`config.mk`:
```
export PLATFORM = sky130hd
export DESIGN_NAME = or_1bit_lfsr8
export DESIGN_NICKNAME = d
export VERILOG_FILES = /design/src/rtl/or_1bit_checker_pkg.sv /design/src/rtl/or_1bit_vector_checker_lfsr8.sv
export SDC_FILE = /design/constraint.sdc
export NUM_CORES = 1
export LEC_CHECK = 0
export BUFFER_PORTS_ARGS = -buffer_cell sky130_fd_sc_hd__buf_2
export CORE_AREA = 8 8 45 47
export CTS_BUF_LIST = sky130_fd_sc_hd__clkbuf_4
export DETAILED_ROUTE_END_ITERATION = 8
export DIE_AREA = 0 0 53 55
export PLACE_DENSITY = 0.5
export SYNTH_ARGS = -nofsm -noshare
export SYNTH_HDL_FRONTEND = slang
export SYNTH_SLANG_ARGS = --single-unit
```
`constraint.sdc`:
```
create_clock -name clk -period 0.9 [get_ports clk]
set_input_delay 0.18 -clock clk [delete_from_list [all_inputs] [get_ports clk]]
set_output_delay 0.18 -clock clk [all_outputs]
set_load 0.03 [all_outputs]
```
`src/rtl/or_1bit_checker_pkg.sv`:
```
// Shared types and constants for the 1-bit OR fabric vector checker.
// The LFSR constants are only consumed when OR_1BIT_CHECKER_RANDOM_EN is defined.
package or_1bit_checker_pkg;

  typedef enum logic [2:0] {
    ST_IDLE,
    ST_WARMUP,
    ST_APPLY,
    ST_SAMPLE,
    ST_DRAIN,
    ST_DONE
  } state_t;

  localparam logic [3:0]  TRUTH_OR        = 4'b1110;
  localparam logic [11:0] VEC_SEQ_DEFAULT = 12'b00_01_10_11_01_10;

  // Fibonacci taps for x^8+x^6+x^5+x^4+1 with a left-shifting register
  localparam logic [7:0] LFSR_SEED = 8'hA5;
  localparam logic [7:0] LFSR_TAPS = 8'b1011_1000;

  function automatic logic [7:0] lfsr_next(input logic [7:0] q);
    return {q[6:0], ^(q & LFSR_TAPS)};
  endfunction

endpackage

```
`src/rtl/or_1bit_vector_checker_lfsr8.sv`:
```
// 8-bit Fibonacci LFSR with synchronous load/step; exposes the low pair as {a,b}.
// Instantiated by the checker only when OR_1BIT_CHECKER_RANDOM_EN is defined.
module or_1bit_lfsr8
  import or_1bit_checker_pkg::*;
(
  input  logic       clk,
  input  logic       rst_n,
  input  logic       load,
  input  logic       step,
  output logic [1:0] ab
);

  logic [7:0] q;

  always_ff @(posedge clk or negedge rst_n) begin
    if (!rst_n) begin
      q <= LFSR_SEED;
    end else if (load) begin
      q <= LFSR_SEED;
    end else if (step) begin
      q <= lfsr_next(q);
    end
  end

  assign ab = q[1:0];

endmodule

```
== After elaboration in Yosys (flattened, before gate mapping) ==
Index checks and enable logic that the tools add are counted.
Word-level totals
  register bits: 8
  bits of input ports: 4
  output and inout port bits: 2
Operators by class
  muxes and demuxes: 2
  reductions and logical operators: 2
Operator list (count)
  two-way mux 8 bit: 2
  XOR reduction 8 bit: 1
  nonzero test 2 bit: 1

== Logic depth before layout (Yosys ltp) ==
Gate-level depths: netlist of run 1.
  depth in word-level cells: 3
  mapped depth: 3
  depth with buffers taken out: 3

== Worst setup path after synthesis of run 1 ==
No wires, ideal clock.
  path type: reg2reg
  from: reg q[5]
  to: reg q[0]
  arrival time: 861 ps
  data required time: 811 ps
  path slack: -50 ps
  cell stages (with the launch flop): 4
  buffers on the path: 0
  clock period less this slack: 950 ps
  path through: dfstp_2 > xnor2_1 > xnor2_1 > a31oi_1
Between the ends
  cells in the longest elaborated chain, start to end: 3
Ends and longest elaborated chain
  start: declaration: line or_1bit_vector_checker_lfsr8.sv:13  | logic [7:0] q;
  start signal: assignment: line or_1bit_vector_checker_lfsr8.sv:21  | q <= lfsr_next(q);
  XOR reduction 8 bit: line or_1bit_checker_pkg.sv:22  | return {q[6:0], ^(q & LFSR_TAPS)};
  two-way mux 8 bit: line or_1bit_vector_checker_lfsr8.sv:20  | end else if (step) begin
  two-way mux 8 bit: line or_1bit_vector_checker_lfsr8.sv:18  | end else if (load) begin
No other way between the ends. The select of a mux whose other input is x is not followed.
A chain may end at the register's enable or synchronous reset.

== Worst setup path after layout of run 1 ==
  from: reg q[0]
  to: out ab[0]
RTL lines
  end: declaration: line or_1bit_vector_checker_lfsr8.sv:10  | output logic [1:0] ab
No word-level cell between the ends.

==> results.toml, run 1 <==
[final_layout]
top_regs = "q: 8 flops"
drive_gt1_frac = 0.429
finalInstanceArea_um2 = 478
areaGrowthSynthToFinish_pct = 31.7
largest_reg_flops = 8
regMostFlops = "q"
instances_no_fill = 58
diodes = 0
final_nets = 48
fill_cells = 148

[synthesis]
yosysMostFrequentCell = "mux2i_1"
synth_area_um2 = 363
synthTopCellsByArea = "dfstp_2 (29%), dfrtp_1 (28%), mux2i_1 (19%)"
synth_edf_count = 0
syn_nets = 35
yosysWarnings = 0
avgSynthCellArea_um2 = 11.7
synth_top_cell_by_area = "dfstp_2"
ys_seq_area_frac = 0.566
synth_top_family_by_area = "multiplexers"
synth_cell_type_count = 11
synth-simple-area-share = 0.0862
synth_compound_area_frac = 0.0172
synth_top_area_frac = 0.290
synthAdderAreaFrac = 0
synthArstFlopShare = 1.00
synth_mux_area_frac = 0.193
synth-xor-area-share = 0.0724
ys.flop_type = "dfstp_2"
syn-instance-count = 31
netlist_top_cells_count = "mux2i_1 (7), dfrtp_1 (4), dfstp_2 (4), nor2_1 (4)"
ys_ff_latch = 8

[placed_design]
place_hpwl_um = 529
place_area_um2 = 410
dp_cells = 51
routabilityCongestion = 0.693
port_buffers = 5

[job]
drv_cap = 0

[power_and_ir_drop]
power.share.combinational = 0.214
power.net_switching_uw = 216
power_frac_seq = 0.491
powerDensity_mw_per_mm2 = 1830
p_int_uw = 657
leakage_nw = 0.235
ir_worst_vdd_v = 0.000540
sw_frac_of_total = 0.247
power_frac_clock = 0.295

[timing]
maxSlewViolCount = 0
finalHoldViolCount = 0
final.setup.worst_slack_ns = -0.180
worstMarginPinSlew_ns = 0.234
setup_viol_count_final = 4
period_needed_ns = 1.08
skew_ns = 0.00217
rsz0062_at_grt = "yes"
fin_hold_ws_ns = 0.180
max_freq_mhz = 926
finalCritPeriodShare = 1.20
slew_headroom = 0.844

[drt]
drc_errors = 0
avgRoutedWirePerCell_um = 11.6
ant_nets = 0
dr_total_vias = 257
first_pass_iters = 4
wl_um = 674
viasPerCell = 4.43
drt_iter0_markers = 4

[clock_tree]
clk_latency_ns = 0.24
root_buffer = "clkbuf_4"
h-tree-depth = 1
clockBufferDepth = 2
cts_tree = "yes"
path_clk_slew_ns = 0.05
cts_buffers = 3
clock_sinks = 8

[outcome]
status = "finished with violations"
violations = "setup timing"

[die]
core-area_mm2 = 0.00138
start_util = 0.262
io_pins = 6
die_w_um = 53
dieArea_mm2 = 0.00292
rows = 14
die_y_um = 55

[hold_path]
min_path_cells = 2
worstHoldPathType = "in -> reg"

[worst_setup_path]
startpoint_type = "flip-flop"
critPathRequiredTime_ns = 0.72
worst_path_dominant_cell_family = "flip-flops"
path_cells = "buf_6"
max_stage_delay_ns = 0.53
cp-end-kind = "output pin"
ff2ff_setup_slack_ns = -0.10
reg2reg_depth = 4
worstSetupPathType = "reg -> out"
path_max_fanout = 2
crit_path_top_delay_cell = "dfstp_2"
worstPathArrival_ns = 0.90
crit_buf_inv = 1
crit_cells = 1

[global_routing]
grt_pass1_wl_um = 1180
grt_max_degree = 10
track_usage = 0.0583
first_global_vias = 289
gr-total-overflow = 0
antenna_found_initial = 0
-- logic make-up after synthesis --
family,Yosys count
AOI/OAI and AO/OA,1
xor gates and xnor gates,3
buffers and inverters,4
DFF,8
muxes,7
and+or+nand+nor,8
-- final timing paths --
path | from | end
hold / removal | load | q[6]$_DFFE_PN0P_
hold reg to reg | q[6]$_DFFE_PN0P_ | q[7]$_DFFE_PN1P_
min in group asynchronous | rst_n | q[6]$_DFFE_PN0P_
max in group asynchronous | rst_n | q[0]$_DFFE_PN1P_
setup / recovery | q[0]$_DFFE_PN1P_ | ab[0]
setup reg to reg | q[0]$_DFFE_PN1P_ | q[0]$_DFFE_PN1P_
-- area by class of cell --
class                           instances  area, um^2  share of cell area
Tap cell                               16        20.0              0.0419
Inverter                                1        3.75             0.00785
Clock buffer                            3        22.5              0.0471
Sequential cell                         8         205               0.429
Multi-Input combinational cell         19         141               0.296
Timing Repair Buffer                   11        85.1               0.178
-- power groups by stage --
stage	clock network [mW]	registers, mW	logic [mW]
detailed placement	0	0.434	0.147
floorplan	0	0.430	0.116
finish	0.257	0.429	0.187
global route	0.304	0.431	0.205
global placement	0	0.433	0.143
CTS	0.277	0.428	0.181
-- timing repair --
action / in CTS / in global routing
pin swaps: 0 / 1
setup buffers: 2 / 1
setup endpoints to repair: 3 / 6
hold buffers: 1 / 0
endpoints found under the hold margin: 8 / 0
gates resized for setup: 4 / 0
-- per-layer routing --
| layer | up-vias | share of wire | wire length, um | track usage |
|---|---|---|---|---|
| li1 | 126 | - | - | - |
| met1 | 123 | 0.37 | 247 | 0.0511 |
| met2 | 8 | 0.50 | 340 | 0.0898 |
| met3 | 0 | 0.13 | 86 | 0.0321 |
| met4 | 0 | 0 | 0 | 0.0647 |
| met5 | - | 0 | 0 | 0 |
-- through the flow --
stage | setup TNS [ns] | utilization | total power [mW] | setup WS (ns)
after floorplan | -0.0339 | - | 0.546 | -0.0339
after global placement | -0.0595 | 0.297 | 0.576 | -0.0595
after detailed placement | -0.0746 | 0.297 | 0.582 | -0.0746
after CTS | -0.350 | 0.340 | 0.887 | -0.195
after global routing | -0.559 | 0.345 | 0.940 | -0.210
final | -0.400 | 0.345 | 0.873 | -0.180
-- cells in the final DEF, fill, tap and decap left out --
master and count:
dfstp_2 4, buf_6 2, dfrtp_1 4, buf_4 5
a31oi_1 1, mux2i_1 7, inv_1 1, buf_2 3
nor2_1 4, xnor2_2 1, dlygate4sd3_1 1, clkbuf_4 3
nor3_1 1, nand2_1 3, xnor2_1 2
Note: power is estimated with default switching activity, not from simulation.
==> run 2, diff against run 1 <==
Settings changed: MAX_ROUTING_LAYER from default to met4.
==> run 2 against run 1 <==
  * The run still ends with setup timing left
  * Cell area stayed put
  * Cell count stayed put
  * Wire length stayed put
  * Critical endpoint unchanged
  * Highest routed layer unchanged
==> results.toml, run 2 (synthesized netlist as in run 1, its figures left out) <==
[outcome]
status = "finished with violations"
violations = "setup timing"

[die]
io_pins = 6
core-area_mm2 = 0.00138
die_y_um = 55
start_util = 0.262
die_w_um = 53
dieArea_mm2 = 0.00292
rows = 14

[worst_setup_path]
critPathRequiredTime_ns = 0.72
regToRegStartpoint = "q[0]$_DFFE_PN1P_"
crit_buf_inv = 1
max_stage_delay_ns = 0.53
crit_path_top_delay_cell = "dfstp_2"
path_max_fanout = 2
worstPathArrival_ns = 0.90
worst_path_dominant_cell_family = "flip-flops"
cp-end-kind = "output pin"
crit_start = "q[0]$_DFFE_PN1P_"
worstSetupPathType = "reg -> out"
path_cells = "buf_6"
startpoint_type = "flip-flop"

[timing]
skew_ns = 0.00217
max_freq_mhz = 926
rsz0062_at_grt = "yes"
period_needed_ns = 1.08
setup_viol_count_final = 4
final.setup.worst_slack_ns = -0.180
worstMarginPinSlew_ns = 0.234
slew_headroom = 0.844
maxSlewViolCount = 0
finalSetupTns_ns = -0.400
finalCritPeriodShare = 1.20
finalHoldViolCount = 0

[global_routing]
grt_pass1_wl_um = 1170
track_usage = 0.0601
first_global_vias = 289
gr-total-overflow = 0
antenna_found_initial = 0
grt_max_degree = 10

[drt]
avgRoutedWirePerCell_um = 11.6
drc_errors = 0
ant_nets = 0
wl_um = 674
drt_iter0_markers = 4
viasPerCell = 4.43
dr_total_vias = 257
first_pass_iters = 4

[clock_tree]
root_buffer = "clkbuf_4"
cts_tree = "yes"
clk_latency_ns = 0.24
clock_sinks = 8
cts_buffers = 3
clockBufferDepth = 2
h-tree-depth = 1
path_clk_slew_ns = 0.05

[hold_path]
min_from = "load"
worstHoldPathType = "in -> reg"

[final_layout]
regMostFlops = "q"
drive_gt1_frac = 0.429
top_regs = "q: 8 flops"
final_nets = 48
instances_no_fill = 58
areaGrowthSynthToFinish_pct = 31.7
final_cell_mix = "mux2i_1 (7), buf_4 (5), nor2_1 (4), dfstp_2 (4), dfrtp_1 (4)"
largest_reg_flops = 8
diodes = 0
finalInstanceArea_um2 = 478
final_common_cell = "mux2i_1"

[power_and_ir_drop]
power_frac_seq = 0.491
powerDensity_mw_per_mm2 = 1830
ir_worst_vdd_v = 0.000540
power.net_switching_uw = 216
p_int_uw = 657
power.share.combinational = 0.214
power_frac_clock = 0.295
leakage_nw = 0.235
sw_frac_of_total = 0.247

[placed_design]
place_area_um2 = 410
place_hpwl_um = 529
routabilityCongestion = 0.700
dp_slack_ns = -0.0746
port_buffers = 5
dp_cells = 51

[job]
drv_cap = 0
-- run 2: cell counts in the layout (fill, tap and decap cells not counted) --
No cell type changed its count.
-- run 2: through the flow --
stage	util	total power [mW]	hold slack, ns
floorplan	-	0.546	-0.116
global placement	0.297	0.576	0.0261
detailed placement	0.297	0.582	0.0339
CTS	0.340	0.887	0.170
global route	0.345	0.940	0.174
finish	0.345	0.873	0.180
-- run 2: routing by layer --
layer  routed length [um]  part of all wire  global-route usage
met3                   86              0.13              0.0321
met2                  340              0.50              0.0898
met5                    0                 0                   -
met1                  247              0.37              0.0511
met4                    0                 0              0.0647
-- run 2: worst paths after layout --
| kind | slack (ns) | end | cells past startpoint |
|---|---|---|---|
| worst max-delay path | -0.18 | ab[0] | 1 |
| worst min-delay path | 0.18 | q[6]$_DFFE_PN0P_ | 2 |
| worst max register to register | -0.10 | q[0]$_DFFE_PN1P_ | 4 |
| worst min register to register | 0.51 | q[7]$_DFFE_PN1P_ | 2 |
| max in group asynchronous | 0.36 | q[0]$_DFFE_PN1P_ | 2 |
| min in group asynchronous | 0.31 | q[6]$_DFFE_PN0P_ | 2 |
-- run 2: final cells by class --
cell class / count / area [um^2]
clock buffers: 3 / 22.5
fillers: 148 / 906
inverters: 1 / 3.75
multi-input cells: 19 / 141
flip-flops and latches: 8 / 205
well taps: 16 / 20.0
repair buffers: 11 / 85.1
-- run 2: timing repair --
item	4_1_cts	5_1_grt
setup endpoints to repair	3	6
endpoints found under the hold margin	8	0
resized for setup	4	0
setup buffers	2	1
hold buffers	1	0
pin swaps	0	1
-- run 2: power by group through the flow --
stage | combinational, mW | clock [mW] | sequential (mW)
floorplan | 0.116 | 0 | 0.430
global placement | 0.143 | 0 | 0.433
detailed placement | 0.147 | 0 | 0.434
CTS | 0.181 | 0.277 | 0.428
global route | 0.205 | 0.304 | 0.431
finish | 0.187 | 0.257 | 0.429
==> run 3, diff against run 2 <==
Settings changed: ABC_AREA from default to 1, PLACE_DENSITY 0.5 to 0.52.
==> run 3 against run 2 <==
  * The run still ends with setup timing left
  * Largest cell class unchanged
  * Area after synthesis increased by 7.9%
  * Critical path type unchanged
  * Wire length is 8.3% higher
  * Highest routed layer is now met4
  * First-iteration DRC count unchanged
==> results.toml, run 3 <==
[outcome]
status = "finished with violations"
violations = "setup timing"

[drt]
wl_um = 730
dr_total_vias = 304
drc_errors = 0
viasPerCell = 4.16
ant_nets = 0
avgRoutedWirePerCell_um = 10.0
first_pass_iters = 2
drt_iter0_markers = 4

[synthesis]
synthArstFlopShare = 1.00
yosysWarnings = 0
synthTopCellsByArea = "dfstp_2 (27%), dfrtp_1 (26%), nand2_1 (14%)"
ys.flop_type = "dfstp_2"
ys_seq_area_frac = 0.524
ys_ff_latch = 8
syn_nets = 50
avgSynthCellArea_um2 = 8.51
netlist_top_cells_count = "nand2_1 (15), inv_1 (8), dfrtp_1 (4), dfstp_2 (4)"
yosysMostFrequentCell = "nand2_1"
synth_top_cell_by_area = "dfstp_2"
synth_cell_type_count = 13
synth_edf_count = 0
synth_area_um2 = 392
synth_top_area_frac = 0.268
syn-instance-count = 46

[worst_setup_path]
crit_buf_inv = 1
critPathRequiredTime_ns = 0.72
path_max_fanout = 2
path_cells = "buf_6"
startpoint_type = "flip-flop"
crit_path_top_delay_cell = "dfstp_2"
crit_cells = 1
cp-end-kind = "output pin"
worstSetupPathType = "reg -> out"
reg2reg_depth = 7
max_stage_delay_ns = 0.54
worst_path_dominant_cell_family = "flip-flops"
worstPathArrival_ns = 0.91
crit_start = "q[0]$_DFFE_PN1P_"
regToRegStartpoint = "q[5]$_DFFE_PN1P_"

[die]
dieArea_mm2 = 0.00292
rows = 14
die_w_um = 53
die_y_um = 55
io_pins = 6
core-area_mm2 = 0.00138
start_util = 0.283

[timing]
skew_ns = 0.00545
slew_headroom = 0.831
final.setup.worst_slack_ns = -0.191
finalHoldViolCount = 0
finalCritPeriodShare = 1.21
period_needed_ns = 1.09
maxSlewViolCount = 0
rsz0062_at_grt = "yes"
worstMarginPinSlew_ns = 0.254
finalSetupTns_ns = -0.316
setup_viol_count_final = 3
max_freq_mhz = 916

[global_routing]
antenna_found_initial = 0
first_global_vias = 311
grt_max_degree = 9
track_usage = 0.0579
grt_pass1_wl_um = 1150
gr-total-overflow = 0

[clock_tree]
cts_tree = "yes"
clk_latency_ns = 0.25
path_clk_slew_ns = 0.05
root_buffer = "clkbuf_4"
clockBufferDepth = 2
clock_sinks = 8
h-tree-depth = 1
cts_setup_buffers = 0
cts_buffers = 3

[final_layout]
largest_reg_flops = 8
fill_cells = 152
final_nets = 62
final_common_cell = "nand2_1"
areaGrowthSynthToFinish_pct = 31.0
register_area_um2 = 205
finalInstanceArea_um2 = 513
multi_input_area_um2 = 150
regMostFlops = "q"
diodes = 0
final_cell_mix = "nand2_1 (15), inv_1 (6)"
post-route-util = 0.371
drive_gt1_frac = 0.439
top_regs = "q: 8 flops"

[power_and_ir_drop]
ir_worst_vdd_v = 0.000890
leakage_nw = 0.256
powerDensity_mw_per_mm2 = 1790

[placed_design]
place_hpwl_um = 529
routabilityCongestion = 0.675
place_area_um2 = 444
dp_slack_ns = -0.0570
port_buffers = 5

[hold_path]
worstHoldPathType = "in -> reg"
min_path_cells = 3
min_from = "step"

[job]
drv_cap = 0
[run 3: path summary, 6_finish.rpt]
check / to / slack [ns]
max in group asynchronous: q[2]$_DFFE_PN1P_ / 0.37
worst max register to register: q[0]$_DFFE_PN1P_ / -0.07
worst min register to register: q[7]$_DFFE_PN1P_ / 0.51
min in group asynchronous: q[4]$_DFFE_PN0P_ / 0.29
worst max-delay path: ab[0] / -0.19
worst min-delay path: q[0]$_DFFE_PN1P_ / 0.15
[run 3: logic make-up after synthesis]
logic type,after synthesis,synth area share
AND/OR/NAND/NOR,17,0.188
buffers and inverters,12,0.134
AO/OA/AOI/OAI,8,0.131
flip-flops,8,0.524
XOR/XNOR,1,0.0224
[run 3: worst reg2reg max path, cell delays in order (launching register included)]
cell and delay, ns:
dfstp_2 0.54, inv_2 0.06, nand2_1 0.05, nand2_1 0.05, nand2_1 0.06, nand2_1 0.05, nand2_1 0.05, nand2_1 0.04
[run 3: per-layer routing]
| layer | GRT usage | share of wire |
|---|---|---|
| met1 | 0.0637 | 0.43 |
| met2 | 0.0781 | 0.53 |
| met3 | 0.0160 | 0.019 |
| met4 | 0.0647 | 0.016 |
| met5 | - | 0 |
[run 3: where the power goes]
| group | switching [mW] | total (mW) | internal [mW] |
|---|---|---|---|
| clock network | 0.125 | 0.325 | 0.200 |
| registers | 0.0185 | 0.419 | 0.401 |
| logic | 0.0988 | 0.176 | 0.0770 |
| total | 0.243 | 0.920 | 0.677 |
[run 3: area by class of cell]
cell class,count,share of cell area
inverters,10,0.0732
well taps,16,0.0390
clock buffers,4,0.0585
flip-flops and latches,8,0.400
repair buffers,9,0.137
multi-input cells,26,0.293
[run 3: through the flow]
| stage | std cells | hold slack [ns] | total power [mW] |
|---|---|---|---|
| after floorplan | 46 | -0.116 | 0.528 |
| after global placement | 68 | 0.0301 | 0.576 |
| after detailed placement | 68 | 0.0296 | 0.576 |
| after CTS | 73 | 0.139 | 0.931 |
| after global routing | 73 | 0.147 | 0.975 |
| final | 73 | 0.146 | 0.920 |
[run 3: timing repair]
action                                  CTS  global route
cloned                                    0             0
pin swaps                                 2             2
endpoints found under the setup margin    4             6
gates resized for setup                   5             2
hold buffers                              1             0
endpoints found under the hold margin     8             0
